### src/rtl/serial_adder_pkg.sv
// Shared definitions for the bit-serial adder/subtractor: FSM state encoding
// and the default operand width.
package serial_adder_pkg;

    localparam int WIDTH_DEFAULT = 8;

    typedef enum logic [1:0] {
        IDLE = 2'd0,
        RUN  = 2'd1,
        DONE = 2'd2
    } state_e;

endpackage

### src/rtl/full_adder_cell.sv
// One-bit full adder: the single datapath slice reused every RUN cycle by the
// serial adder.
module full_adder_cell (
    input  logic a,
    input  logic b,
    input  logic cin,
    output logic sum,
    output logic cout
);

    assign sum  = a ^ b ^ cin;
    assign cout = (a & b) | (cin & (a ^ b));

endmodule

### src/rtl/serial_adder.sv
// Bit-serial add/subtract: operands are shifted LSB-first through one full
// adder cell, one bit per clock, and the result is published on DONE.
module serial_adder
    import serial_adder_pkg::*;
#(
    parameter int WIDTH = WIDTH_DEFAULT
) (
    input  logic             clk,
    input  logic             rst_n,
    input  logic             start,
    input  logic             sub,
    input  logic [WIDTH-1:0] a,
    input  logic [WIDTH-1:0] b,
    input  logic             cin,
    output logic             busy,
    output logic             done,
    output logic [WIDTH-1:0] sum,
    output logic             cout,
    output logic             overflow
);

    localparam int               CNT_W    = $clog2(WIDTH + 1);
    localparam logic [CNT_W-1:0] LAST_BIT = CNT_W'(WIDTH - 1);

    state_e           state_q, state_d;
    logic [WIDTH-1:0] a_q, a_d;
    logic [WIDTH-1:0] b_q, b_d;
    logic [WIDTH-1:0] res_q, res_d;
    logic [WIDTH-1:0] sum_q, sum_d;
    logic [CNT_W-1:0] cnt_q, cnt_d;
    logic             carry_q, carry_d;
    logic             ovf_q, ovf_d;
    logic             busy_q, busy_d;
    logic             done_q, done_d;
    logic             cout_q, cout_d;
    logic             overflow_q, overflow_d;
    logic             fa_sum, fa_cout;
    logic             capture;

    full_adder_cell u_fa (
        .a    (a_q[0]),
        .b    (b_q[0]),
        .cin  (carry_q),
        .sum  (fa_sum),
        .cout (fa_cout)
    );

    always_comb begin
        // NOTE: every _d starts from its _q so no branch of the case below can infer a latch.
        state_d    = state_q;
        a_d        = a_q;
        b_d        = b_q;
        res_d      = res_q;
        cnt_d      = cnt_q;
        carry_d    = carry_q;
        ovf_d      = ovf_q;
        sum_d      = sum_q;
        cout_d     = cout_q;
        overflow_d = overflow_q;
        // Outputs are registered copies of the state, so they trail it by one cycle.
        busy_d     = (state_q == RUN);
        done_d     = (state_q == DONE);
        capture    = start && ((state_q == IDLE) || (state_q == DONE));

        case (state_q)
            IDLE: begin
                if (capture) state_d = RUN;
            end
            RUN: begin
                a_d            = a_q >> 1;
                b_d            = b_q >> 1;
                res_d          = res_q >> 1;
                res_d[WIDTH-1] = fa_sum;
                carry_d        = fa_cout;
                cnt_d          = cnt_q + CNT_W'(1);
                if (cnt_q == LAST_BIT) begin
                    ovf_d   = carry_q ^ fa_cout;
                    state_d = DONE;
                end
            end
            DONE: begin
                sum_d      = res_q;
                cout_d     = carry_q;
                overflow_d = ovf_q;
                state_d    = capture ? RUN : IDLE;
            end
            default: state_d = IDLE;
        endcase

        // Subtraction is a + ~b + 1, so it is folded into the captured operand.
        if (capture) begin
            a_d     = a;
            b_d     = sub ? ~b : b;
            carry_d = sub ? 1'b1 : cin;
            cnt_d   = '0;
            res_d   = '0;
            ovf_d   = 1'b0;
        end
    end

    always_ff @(posedge clk or negedge rst_n) begin
        if (!rst_n) begin
            state_q    <= IDLE;
            a_q        <= '0;
            b_q        <= '0;
            res_q      <= '0;
            cnt_q      <= '0;
            carry_q    <= 1'b0;
            ovf_q      <= 1'b0;
            sum_q      <= '0;
            cout_q     <= 1'b0;
            overflow_q <= 1'b0;
            busy_q     <= 1'b0;
            done_q     <= 1'b0;
        end else begin
            // NOTE: non-blocking assignments so every flop samples pre-edge values.
            state_q    <= state_d;
            a_q        <= a_d;
            b_q        <= b_d;
            res_q      <= res_d;
            cnt_q      <= cnt_d;
            carry_q    <= carry_d;
            ovf_q      <= ovf_d;
            sum_q      <= sum_d;
            cout_q     <= cout_d;
            overflow_q <= overflow_d;
            busy_q     <= busy_d;
            done_q     <= done_d;
        end
    end

    assign busy     = busy_q;
    assign done     = done_q;
    assign sum      = sum_q;
    assign cout     = cout_q;
    assign overflow = overflow_q;

endmodule

### config.mk
export PLATFORM = sky130hd
export DESIGN_NAME = serial_adder
export DESIGN_NICKNAME = d
export VERILOG_FILES = /design/src/rtl/serial_adder_pkg.sv /design/src/rtl/full_adder_cell.sv /design/src/rtl/serial_adder.sv
export SDC_FILE = /design/constraint.sdc
export NUM_CORES = 1
export LEC_CHECK = 0
export ABC_CLOCK_PERIOD_IN_PS = 1800
export BUFFER_PORTS_ARGS = -buffer_cell sky130_fd_sc_hd__buf_4
export CAP_MARGIN = 20
export CORE_ASPECT_RATIO = 1.5
export CORE_MARGIN = 5
export CORE_UTILIZATION = 40
export CTS_BUF_LIST = sky130_fd_sc_hd__clkbuf_4 sky130_fd_sc_hd__clkbuf_8
export DETAILED_ROUTE_END_ITERATION = 10
export PLACE_DENSITY = 0.61
export SYNTH_ARGS = -nofsm -noshare
export SYNTH_HDL_FRONTEND = slang
export SYNTH_SLANG_ARGS = --single-unit
### constraint.sdc
create_clock -name clk -period 1.8 [get_ports clk]
set_clock_uncertainty 0.2 [all_clocks]
set_input_delay 0.36 -clock clk [delete_from_list [all_inputs] [get_ports clk]]
set_output_delay 0.36 -clock clk [all_outputs]
set_load 0.02 [all_outputs]
==> Flow_metrics.wiki, run 1 <==
{| class="wikitable"
! Metric !! Value
|-
| Floorplan die height || 94.03 um
|-
| Synthesized flop and latch total || 44
|-
| Number of distinct library cells after synthesis || 29
|-
| Achievable clock frequency || 645.9 MHz
|-
| Number of cells traversed by the worst hold path || 3
|-
| CTS tree || built
|-
| Cell count after synthesis || 164
|-
| Most common library cell in the layout ignoring fill and taps || dfrtp_1
|-
| Count of buffers from port buffering || 32
|-
| Clock-pin transition on the worst setup and hold timing paths || 0.09 ns
|-
| Share of layout cells above drive strength 1 || 29.00%
|-
| Final layout net count || 222
|-
| Remaining global-route overflow || 0
|-
| Launch instance of the worst register-to-register path || state_q[0]
|-
| Slew margin rel. || 64.14%
|-
| Largest net degree at the start of global routing || 45
|-
| Number of diodes || 0
|-
| Number of placement rows || 30
|-
| Initial Util || 41.46%
|-
| Finished Cell Area || around 2300 um2
|-
| Endpoint required time on the critical path || 1.82 ns
|-
| Proportion of power drawn by the clock network || 16.2%
|-
| Worst stage delay on the critical path || approximately 0.4 ns
|-
| Number of antenna violations at the first check in global routing || 0
|-
| Final core utilization || 50.28%
|-
| Placed standard-cell area || between 2000 and 2500 um2
|-
| Post-Synthesis Cell Area || about 1900 um2
|-
| Worst Setup Path Type || reg -> reg
|-
| Number of setup violations in the final report || 0
|-
| CTS Root Buffer Type || clkbuf_8
|-
| Reg2reg end || cnt_q[2]
|-
| Depth of the most critical reg-to-reg path || 4
|-
| Switching power || approximately 0.0014 W
|-
| CP max FO || 20
|-
| Max VDD drop || 0.8463 mV
|-
| Period Utilization, post-route || 86.01%
|-
| Cts bufs inserted || 5
|-
| Transition time at the pin with the least slew margin || between 0.5 and 0.6 ns
|-
| Clock Sink Count || 44
|-
| Avg Cell Area, Syn || 11.48 um2
|-
| Core region area || approximately 4500 um2
|-
| GRT Overall Usage || 13.08%
|-
| Worst hold margin || 0.07969 ns
|-
| Pins over their slew limit || 0
|-
| Net Sw Frac || 36.85%
|-
| Startpoint of the worst setup timing path || state_q[0]
|-
| Share of power burned in registers || about 44%
|-
| Synthesized Nets || between 150 and 200
|-
| First-pass GRT wire length || roughly 6200 um
|-
| Die area || slightly above 6000 um2
|-
| RSZ-0062 raised after global routing || no
|-
| Total power per unit cell area || 1678 nW/um2
|-
| Worst-Skew Late Latency || just under 0.3 ns
|-
| Chain of cells forming the critical path || nand2b_1 > buf_4 > mux2_2 > mux2i_1
|-
| Endpoint with the worst hold slack || a_q[4]
|-
| Post-synth top area cell || dfrtp_1
|-
| Static Leak || 1.105 nW
|-
| DRC errors left || 0
|-
| Top-area cell type share of the netlist area || about three fifths
|-
| Number of warnings printed during yosys synthesis || 0
|-
| Post-cts resize count || 0
|-
| Worst EP arrival || 1.57 ns
|-
| Worst-case clock buffer depth || 2
|-
| Overall die width || 66.02 um
|-
| Fill cell total of the finished layout || between 400 and 500
|-
| Most frequent cells in the layout || 44 x dfrtp_1, 39 x buf_4, 24 x nand2_1
|-
| Area contributors post-synth || dfrtp_1 58%, mux2_2 6.0%, nand2_1 4.8%
|-
| Final wirelength || 3690 um
|-
| Post-detailed-route count of antenna-violating nets || 0
|-
| Min-delay worst type || in -> reg
|-
| EDFF count, synth || 0
|-
| Proportion of register bits with asynchronous set or reset after synthesis || 100.0%
|-
| Startpoint of the lowest-slack hold path || a[4]
|-
| Number of global-route vias before repair || 1437
|-
| Routability-driven placement congestion ratio || 0.7389
|-
| Routed via count divided by cell count || 5.049
|-
| Routed length per instance || 13.98 um
|-
| I/O pins || 33
|-
| Logic pwr share || 40.2%
|-
| First-pass iteration count of the detailed router || 4
|-
| Part of the Yosys area used for sequential elements || 58.47%
|-
| Relative area change from synthesis to final layout || 21.26%
|-
| Internal Power || 0.002419 W
|-
| Slowest stage cell on the critical path || dfrtp_1
|-
| Total via count in the routed design || roughly 1300
|-
| Setup tns final || 0 ns
|-
| Number of levels the H-tree was split into || 2
|-
| Nature of the critical path endpoint || flop
|-
| Iter 0 DRT Violations || 87
|-
| Register-to-register path setup slack || 0.25 ns
|-
| Final Hold Viols || 0
|-
| Count of hold-fix buffers inserted at cts || 1
|-
| Detailed placement HPWL || 2605 um
|-
| Min Clock Period, post-route || 1.548 ns
|-
| Number of maximum-capacitance violations || 0
|-
| Top flip-flop cell by instance count after synthesis || dfrtp_1
|-
| Result of the run || complete, no violations
|-
| Worst setup SP type || flop
|-
| Buffers inserted during post-CTS setup optimization || 0
|-
| Post-Layout Cell Count || 264
|-
| Cells after DPL || roughly 260
|}
[routing by layer]
layer	vias to the layer above	global-route usage [%]	part of all wire (%)
li1	634	-	-
met1	665	13.79	43
met2	30	24.10	52
met3	4	3.114	3.7
met4	0	5.593	1.5
met5	-	0	0
[cell families (layout without fill, tap and decap cells)]
logic type,Yosys count,count (layout),synth area share (%)
AOI/OAI and AO/OA,31,31,12.09
xor gates and xnor gates,9,9,4.186
adders and majority gates,2,2,1.728
buffers and inverters,17,53,4.983
DFF,44,44,58.47
muxes,12,12,7.043
and+or+nand+nor,49,49,11.50
[state kept, by name, indices dropped and copies added, names as in the netlist]
| register | cells |
|---|---|
| a_q | 8 |
| b_q | 8 |
| res_q | 8 |
| sum | 8 |
| cnt_q | 4 |
| state_q | 2 |
| busy | 1 |
| carry_q | 1 |
| cout | 1 |
| done | 1 |
| overflow | 1 |
| ovf_q | 1 |
[critical path: cells and delay by family (launching register included)]
family | cells | cell delay [ns]
buffers and inverters | 1 | 0.26
muxes | 2 | 0.49
and+or+nand+nor | 1 | 0.12
DFF | 1 | 0.41
[stage by stage]
step / power, W / setup WS (ns)
floorplan: 0.002760 / 0.3627
global placement: 0.003184 / 0.2954
detailed placement: 0.003257 / 0.2659
CTS: 0.003884 / 0.2522
global route: 0.004118 / 0.1467
finish: 0.003831 / 0.2518
[worst max path at each step]
stage               cells after the start  endpoint
global placement                        5     ovf_q
CTS                                     4  cnt_q[2]
floorplan                               5     ovf_q
global route                            5     ovf_q
finish                                  4  cnt_q[2]
detailed placement                      2    sum[6]
[synthesized netlist by cell type, types with 4 or more instances]
library cell / n
inv_1: 4
a22o_1: 10
o21ai_0: 4
nand2_1: 24
a31oi_1: 7
a22oi_1: 6
dfrtp_1: 44
nand3_1: 9
xor2_1: 8
buf_2: 9
nor2_1: 8
mux2_2: 10
[power groups by stage]
stage	Clock (W)	Combinational (W)	Sequential (W)
floorplan	0	0.000996	0.00176
global placement	0	0.00151	0.00167
detailed placement	0	0.00156	0.00170
CTS	0.000640	0.00157	0.00168
global route	0.000685	0.00170	0.00173
finish	0.000622	0.00154	0.00167
[final cells by class]
cell class | instances | area [um2] | share of cell area (%)
sequential | 44 | 1101 | 48.22
inverter | 5 | 18.77 | 0.8219
clock inverter | 3 | 23.77 | 1.041
timing repair buffer | 40 | 302.8 | 13.26
multi-input combinational | 103 | 688.2 | 30.14
clock buffer | 5 | 68.82 | 3.014
tap | 64 | 80.08 | 3.507
Power figures use the tool's default switching activity.
==> inputs of run 2 (changes only) <==
--- a/config.mk
+++ b/config.mk
@@ -6,14 +6,14 @@
 export NUM_CORES = 1
 export LEC_CHECK = 0
 export ABC_CLOCK_PERIOD_IN_PS = 1800
-export BUFFER_PORTS_ARGS = -buffer_cell sky130_fd_sc_hd__buf_4
 export CAP_MARGIN = 20
 export CORE_ASPECT_RATIO = 1.5
 export CORE_MARGIN = 5
 export CORE_UTILIZATION = 40
 export CTS_BUF_LIST = sky130_fd_sc_hd__clkbuf_4 sky130_fd_sc_hd__clkbuf_8
 export DETAILED_ROUTE_END_ITERATION = 10
-export PLACE_DENSITY = 0.61
+export DONT_BUFFER_PORTS = 1
+export PLACE_DENSITY_LB_ADDON = 0.15
 export SYNTH_ARGS = -nofsm -noshare
 export SYNTH_HDL_FRONTEND = slang
 export SYNTH_SLANG_ARGS = --single-unit
==> Flow_metrics.wiki, run 2 (synthesized netlist as in run 1, its figures left out) <==
{| class="wikitable"
! Metric !! Value
|-
| Result of the run || complete, no violations
|-
| Endpoint required time on the critical path || 1.82 ns (about the same)
|-
| Worst-case clock buffer depth || 2 (unchanged)
|-
| Count of buffers from port buffering || 0 (-100%)
|-
| Worst stage delay on the critical path || 0.55 ns (+0.14 ns)
|-
| Relative area change from synthesis to final layout || 10.43%
|-
| Slew margin rel. || 52.92% (-11 points)
|-
| Pins over their slew limit || 0 (unchanged)
|-
| Max VDD drop || 0.6304 mV (-26%)
|-
| Most common library cell in the layout ignoring fill and taps || dfrtp_1
|-
| Total power per unit cell area || 1701 nW/um2 (+1.4%)
|-
| Reg2reg end || b_q[7]
|-
| Routed via count divided by cell count || 5.235 (+3.7%)
|-
| Final Hold Viols || 0 (unchanged)
|-
| Setup tns final || 0 ns (unchanged)
|-
| Launch instance of the worst register-to-register path || state_q[0]
|-
| CP max FO || 11 (-45%)
|-
| Slowest stage cell on the critical path || nor2_1
|-
| Number of cells traversed by the worst hold path || 2 (-1)
|-
| Worst-Skew Late Latency || 0.28 ns (about the same)
|-
| I/O pins || 33 (unchanged)
|-
| Overall die width || 66.02 um (unchanged)
|-
| Number of maximum-capacitance violations || 0 (unchanged)
|-
| Post-cts resize count || 0 (unchanged)
|-
| Final wirelength || 3525 um (-4.5%)
|-
| Most frequent cells in the layout || 44 x dfrtp_1, 24 x nand2_1, 10 x a22o_1, 10 x mux2_2, 9 x nand3_1
|-
| Number of antenna violations at the first check in global routing || 0 (unchanged)
|-
| Detailed placement HPWL || 2336 um (-10%)
|-
| Clock-pin transition on the worst setup and hold timing paths || 0.08 ns (about the same)
|-
| Remaining global-route overflow || 0 (unchanged)
|-
| Achievable clock frequency || 622.0 MHz (-3.7%)
|-
| Worst EP arrival || 1.63 ns (+0.06 ns)
|-
| Transition time at the pin with the least slew margin || 0.7036 ns (+0.1657 ns)
|-
| Number of global-route vias before repair || 1289 (-10%)
|-
| Initial Util || 41.46% (unchanged)
|-
| Min Clock Period, post-route || 1.608 ns (+0.05954 ns)
|-
| Startpoint of the lowest-slack hold path || a[6]
|-
| GRT Overall Usage || 12.71% (-0.36 points)
|-
| Core region area || 4542 um2 (unchanged)
|-
| Kind of cell with the highest combined delay on the critical path || simple AND/OR/NAND/NOR gates
|-
| RSZ-0062 raised after global routing || no
|-
| Count of hold-fix buffers inserted at cts || 7 (+6)
|-
| Total power || 0.003538 W (-7.6%)
|-
| Iter 0 DRT Violations || 57 (-34%)
|-
| Total via count in the routed design || 1225 (-8.1%)
|-
| Chain of cells forming the critical path || nand2b_1 > inv_2 > nor2_1 > a22o_1
|-
| Floorplan die height || 94.03 um (unchanged)
|-
| Number of setup violations in the final report || 0 (unchanged)
|-
| Number of diodes || 0 (unchanged)
|-
| Largest net degree at the start of global routing || 45 (unchanged)
|-
| Share of layout cells above drive strength 1 || 13.53% (-15 points)
|-
| CTS tree || built
|-
| Routed length per instance || 15.06 um (+7.8%)
|-
| Number of levels the H-tree was split into || 2 (unchanged)
|-
| Clock Sink Count || 44 (unchanged)
|-
| Final layout net count || 193 (-13%)
|-
| First-pass iteration count of the detailed router || 4 (unchanged)
|-
| Endpoint with the worst hold slack || a_q[6]
|-
| Register-to-register path setup slack || 0.19 ns (-0.06 ns)
|-
| Static Leak || 0.9678 nW (-12%)
|-
| Nature of the critical path endpoint || flop
|-
| DRC errors left || 0 (unchanged)
|-
| First-pass GRT wire length || 6044 um (-3.2%)
|-
| Worst Setup Path Type || reg -> reg
|-
| Worst setup SP type || flop
|-
| Depth of the most critical reg-to-reg path || 4 (unchanged)
|-
| Number of placement rows || 30 (unchanged)
|-
| Min-delay worst type || in -> reg
|-
| Period Utilization, post-route || 89.32% (+3.3 points)
|-
| Worst hold margin || 0.01134 ns (-0.06834 ns)
|-
| Die area || 6208 um2 (unchanged)
|-
| Buffers inserted during post-CTS setup optimization || 0 (unchanged)
|-
| Cts bufs inserted || 5 (unchanged)
|-
| CTS Root Buffer Type || clkbuf_8
|-
| Routability-driven placement congestion ratio || 0.7191 (-2.7%)
|-
| WP buf/inv || 1 (unchanged)
|-
| Post-detailed-route count of antenna-violating nets || 0 (unchanged)
|}
run 2: worst register-to-register path: cells and delay by family, from the launching register on:
kind            cells  cell delay [ns]
compound gates      1             0.24
buf+inv             1             0.04
flops               1             0.40
simple gates        2             0.66
run 2: worst max-delay path by stage:
stage               start     end  slack (ns)  cells after the start
2_1_floorplan     carry_q   ovf_q        0.36                      5
3_3_place_gp   state_q[0]  b_q[7]        0.24                      4
3_5_place_dp   state_q[0]  b_q[7]        0.17                      4
4_1_cts        state_q[0]  b_q[7]        0.15                      4
5_1_grt        state_q[0]  b_q[7]        0.03                      4
6_report       state_q[0]  b_q[7]        0.19                      4
run 2: layout make-up:
type	count	area (um2)
clock buffer	6	76.32
inverter	5	18.77
timing repair buffer	11	110.1
tap	64	80.08
multi-input combinational	103	688.2
fill	431	2462
clock inverter	1	5.005
sequential	44	1101
run 2: power by group:
part / switching, W / internal, W
clock network: 0.000293 / 0.000279
logic: 0.000605 / 0.000532
registers: 0.000407 / 0.00142
total: 0.00130 / 0.00223
run 2: metrics by stage:
stage / cell area (um2) / std cells / utilization (%) / setup slack, ns
finish: 2079 / 234 / 45.79 / 0.1923
global route: 2079 / 234 / 45.79 / 0.03148
CTS: 2079 / 234 / 45.79 / 0.1550
detailed placement: 1918 / 220 / 42.23 / 0.1685
global placement: 1918 / 220 / 42.23 / 0.2358
floorplan: 1883 / 164 / - / 0.3627
run 2: routing by layer:
layer | GRT usage, % | part of all wire (%) | vias to the layer above
li1 | - | - | 575
met5 | 0 | 0 | -
met3 | 3.832 | 5.6 | 4
met2 | 20.42 | 50 | 28
met4 | 5.085 | 1.2 | 0
met1 | 15.83 | 43 | 618
==> inputs of run 3 (changes only) <==
--- a/config.mk
+++ b/config.mk
@@ -5,6 +5,7 @@
 export SDC_FILE = /design/constraint.sdc
 export NUM_CORES = 1
 export LEC_CHECK = 0
+export ABC_AREA = 1
 export ABC_CLOCK_PERIOD_IN_PS = 1800
 export CAP_MARGIN = 20
 export CORE_ASPECT_RATIO = 1.5
==> Flow_metrics.wiki, run 3 <==
{| class="wikitable"
! Metric !! Value
|-
| Endpoint required time on the critical path || 1.83 ns (about the same)
|-
| Transition time at the pin with the least slew margin || 0.5440 ns (-0.1596 ns)
|-
| CTS Root Buffer Type || clkbuf_8
|-
| Detailed placement HPWL || 2487 um (+6.5%)
|-
| Initial Util || 41.29% (-0.17 points)
|-
| CTS tree || built
|-
| Number of distinct library cells after synthesis || 24 (-17%)
|-
| Remaining global-route overflow || 0 (unchanged)
|-
| Final layout net count || 262 (+36%)
|-
| Static Leak || 1.152 nW (+19%)
|-
| Nature of the critical path endpoint || flop
|-
| Pins over their slew limit || 0 (unchanged)
|-
| Number of antenna violations at the first check in global routing || 0 (unchanged)
|-
| Slew margin rel. || 63.65% (+11 points)
|-
| Proportion of register bits with asynchronous set or reset after synthesis || 100.0% (unchanged)
|-
| Post-synthesis share of cell area spent on and, or, nand and nor gates || 25.56% (+14 points)
|-
| Most common library cell in the layout ignoring fill and taps || nand2_1
|-
| Worst-case clock buffer depth || 2 (unchanged)
|-
| Clock Sink Count || 44 (unchanged)
|-
| Top-area cell type share of the netlist area || 55.00% (-3.5 points)
|-
| Min Clock Period, post-route || 1.556 ns (-0.05184 ns)
|-
| Number of global-route vias before repair || 1435 (+11%)
|-
| Die area || 6549 um2 (+5.5%)
|-
| Worst Setup Path Type || reg -> reg
|-
| Min-delay worst type || in -> reg
|-
| Share of synthesized cell area in full adder, half adder and majority cells || 1.625% (-0.10 points)
|-
| Register-to-register path setup slack || 0.24 ns (+0.05 ns)
|-
| Total power per unit cell area || 1735 nW/um2 (+2.0%)
|-
| Part of the Yosys area used for sequential elements || 55.00% (-3.5 points)
|-
| DRC errors left || 0 (unchanged)
|-
| Post-detailed-route count of antenna-violating nets || 0 (unchanged)
|-
| Met2 usage || 20.11% (-0.31 points)
|-
| Clock-pin transition on the worst setup and hold timing paths || 0.08 ns (about the same)
|-
| GRT Overall Usage || 12.53% (-0.19 points)
|-
| Share of layout cells above drive strength 1 || 9.167% (-4.4 points)
|-
| Number of warnings printed during yosys synthesis || 0 (unchanged)
|-
| Number of maximum-capacitance violations || 0 (unchanged)
|-
| Top flip-flop cell by instance count after synthesis || dfrtp_1
|-
| Top post-synthesis cells by count || 95 x nand2_1, 44 x dfrtp_1, 25 x inv_1
|-
| Number of setup violations in the final report || 0 (unchanged)
|-
| Number of cells traversed by the worst hold path || 2 (unchanged)
|-
| Post-Synthesis Cell Area || 2002 um2 (+6.3%)
|-
| Compound-Gate Fraction of Synth Area || 6.500% (-5.6 points)
|-
| Startpoint of the lowest-slack hold path || a[4]
|-
| Proportion of power drawn by the clock network || 20.6% (+4.4 points)
|-
| RSZ-0062 raised after global routing || no
|-
| Result of the run || complete, no violations
|-
| First-pass iteration count of the detailed router || 4 (unchanged)
|-
| Global-route track usage on met3 || 3.360% (-0.47 points)
|-
| Internal Power || 0.002344 W (+4.9%)
|-
| Number of diodes || 0 (unchanged)
|-
| Chain of cells forming the critical path || inv_1 > fa_1 > or2_2 > nand3_1
|-
| Buffers inserted during post-CTS setup optimization || 0 (unchanged)
|-
| Synthesized flop and latch total || 44 (unchanged)
|-
| Worst hold margin || 0.01098 ns (-0.0003664 ns)
|-
| Cts bufs inserted || 5 (unchanged)
|-
| Worst-Skew Late Latency || 0.29 ns (about the same)
|-
| Routability-driven placement congestion ratio || 0.7313 (+1.7%)
|-
| Switching power || 0.001499 W (+15%)
|-
| Setup tns final || 0 ns (unchanged)
|-
| Pre-CTS setup slack || 0.2539 ns (+0.08541 ns)
|-
| Total via count in the routed design || 1413 (+15%)
|-
| Number of levels the H-tree was split into || 2 (unchanged)
|-
| Final Hold Viols || 0 (unchanged)
|-
| Synthesized Nets || 256 (+37%)
|-
| Final wirelength || 3659 um (+3.8%)
|-
| Depth of the most critical reg-to-reg path || 4 (unchanged)
|-
| Endpoint with the worst hold slack || a_q[4]
|-
| Largest family of logic cells by synthesized area || simple AND/OR/NAND/NOR gates
|-
| Post-cts resize count || 0 (unchanged)
|-
| Most numerous cell in the Yosys netlist || nand2_1
|-
| Iter 0 DRT Violations || 60 (+5.3%)
|-
| Logic pwr share || 32.3% (+0.2 points)
|-
| Core region area || 4848 um2 (+6.7%)
|-
| Minimum setup slack in the final design || 0.2441 ns (+0.05184 ns)
|-
| Relative area change from synthesis to final layout || 10.62%
|-
| Routed via count divided by cell count || 4.618 (-12%)
|-
| Global routing usage on met1 || 15.52% (-0.31 points)
|-
| Reg2reg end || carry_q
|-
| I/O pins || 33 (unchanged)
|-
| Worst setup SP type || flop
|-
| Routed length per instance || 11.96 um (-21%)
|-
| Cell count after synthesis || 233 (+42%)
|-
| Slowest stage cell on the critical path || fa_1
|-
| Area contributors post-synth || dfrtp_1 55%, nand2_1 18%, inv_1 4.7%
|-
| Floorplan die height || 96.65 um (+2.8%)
|-
| Overall die width || 67.76 um (+2.6%)
|-
| Achievable clock frequency || 642.7 MHz (+3.3%)
|-
| XOR/XNOR Fraction of Synth Area || 1.312% (-2.9 points)
|-
| Avg Cell Area, Syn || 8.592 um2 (-25%)
|-
| Launch instance of the worst register-to-register path || carry_q
|-
| Most Crowded Layer GR || met2
|-
| Period Utilization, post-route || 86.44% (-2.9 points)
|-
| Worst EP arrival || 1.59 ns (-0.04 ns)
|-
| Net Sw Frac || 39.01% (+2.1 points)
|-
| Number of placement rows || 31 (+3.3%)
|-
| Share of power burned in registers || 47.1% (-4.6 points)
|-
| Post-synth top area cell || dfrtp_1
|-
| Max VDD drop || 0.5655 mV (-10%)
|-
| First-pass GRT wire length || 6403 um (+5.9%)
|-
| Share of synthesized area spent on multiplexers || 0% (-7.0 points)
|-
| Count of buffers from port buffering || 0 (unchanged)
|-
| EDFF count, synth || 0 (unchanged)
|-
| Most frequent cells in the layout || 95 x nand2_1, 44 x dfrtp_1, 25 x inv_1
|-
| Worst stage delay on the critical path || 0.45 ns (-0.10 ns)
|-
| CP max FO || 3 (-8)
|-
| Largest net degree at the start of global routing || 45 (unchanged)
|-
| Startpoint of the worst setup timing path || carry_q
|}
-- run 3: worst max path at each step --
stage	end	slack, ns	cells after the start
6_report	carry_q	0.24	4
5_1_grt	carry_q	0.19	4
4_1_cts	carry_q	0.23	4
3_5_place_dp	carry_q	0.25	4
3_3_place_gp	carry_q	0.28	4
2_1_floorplan	carry_q	0.31	4
-- run 3: worst max-delay path, delay by kind of cell, from the launching register on --
family | cells | cell delay [ns]
and+or+nand+nor | 2 | 0.38
adders and majority gates | 1 | 0.45
DFF | 1 | 0.38
buffers and inverters | 1 | 0.08
-- run 3: area by class of cell --
type                    instances  area, um2
clock buffers                   6      82.58
clock inverters                 2      38.79
fillers                       489       2634
inverters                      29      113.9
multi-input cells             151      700.7
flip-flops and latches         44       1101
well taps                      66      82.58
repair buffers                  8      95.09
-- run 3: power by group through the flow --
stage / combinational [W] / sequential [W] / clock, W
final: 0.00124 / 0.00181 / 0.000790
after global routing: 0.00148 / 0.00186 / 0.000859
after CTS: 0.00127 / 0.00182 / 0.000814
after detailed placement: 0.00123 / 0.00184 / 0
after global placement: 0.00121 / 0.00182 / 0
after floorplan: 0.00114 / 0.00177 / 0
-- run 3: cell families after synthesis --
| logic type | count (synthesis) |
|---|---|
| AOI/OAI and AO/OA | 24 |
| xor gates and xnor gates | 3 |
| adders and majority gates | 2 |
| buffers and inverters | 38 |
| DFF | 44 |
| and+or+nand+nor | 122 |
-- run 3: timing repair --
| action | CTS | global route |
|---|---|---|
| endpoints found under the hold margin | 48 | 1 |
| endpoints found under the setup margin | 0 | 0 |
| hold buffers | 6 | 1 |
-- run 3: metrics by stage --
stage | instance area, um2 | total power [W] | utilization (%) | std cells
after global routing | 2215 | 0.004202 | 45.68 | 306
after detailed placement | 2006 | 0.003069 | 41.37 | 291
after floorplan | 2002 | 0.002913 | - | 233
after global placement | 2006 | 0.003030 | 41.37 | 291
after CTS | 2205 | 0.003907 | 45.47 | 305
final | 2215 | 0.003843 | 45.68 | 306
-- run 3: layer usage --
metal	wire, um	vias up
met4	29	0
met2	1819	36
li1	-	723
met1	1610	652
met3	199	2
met5	0	-
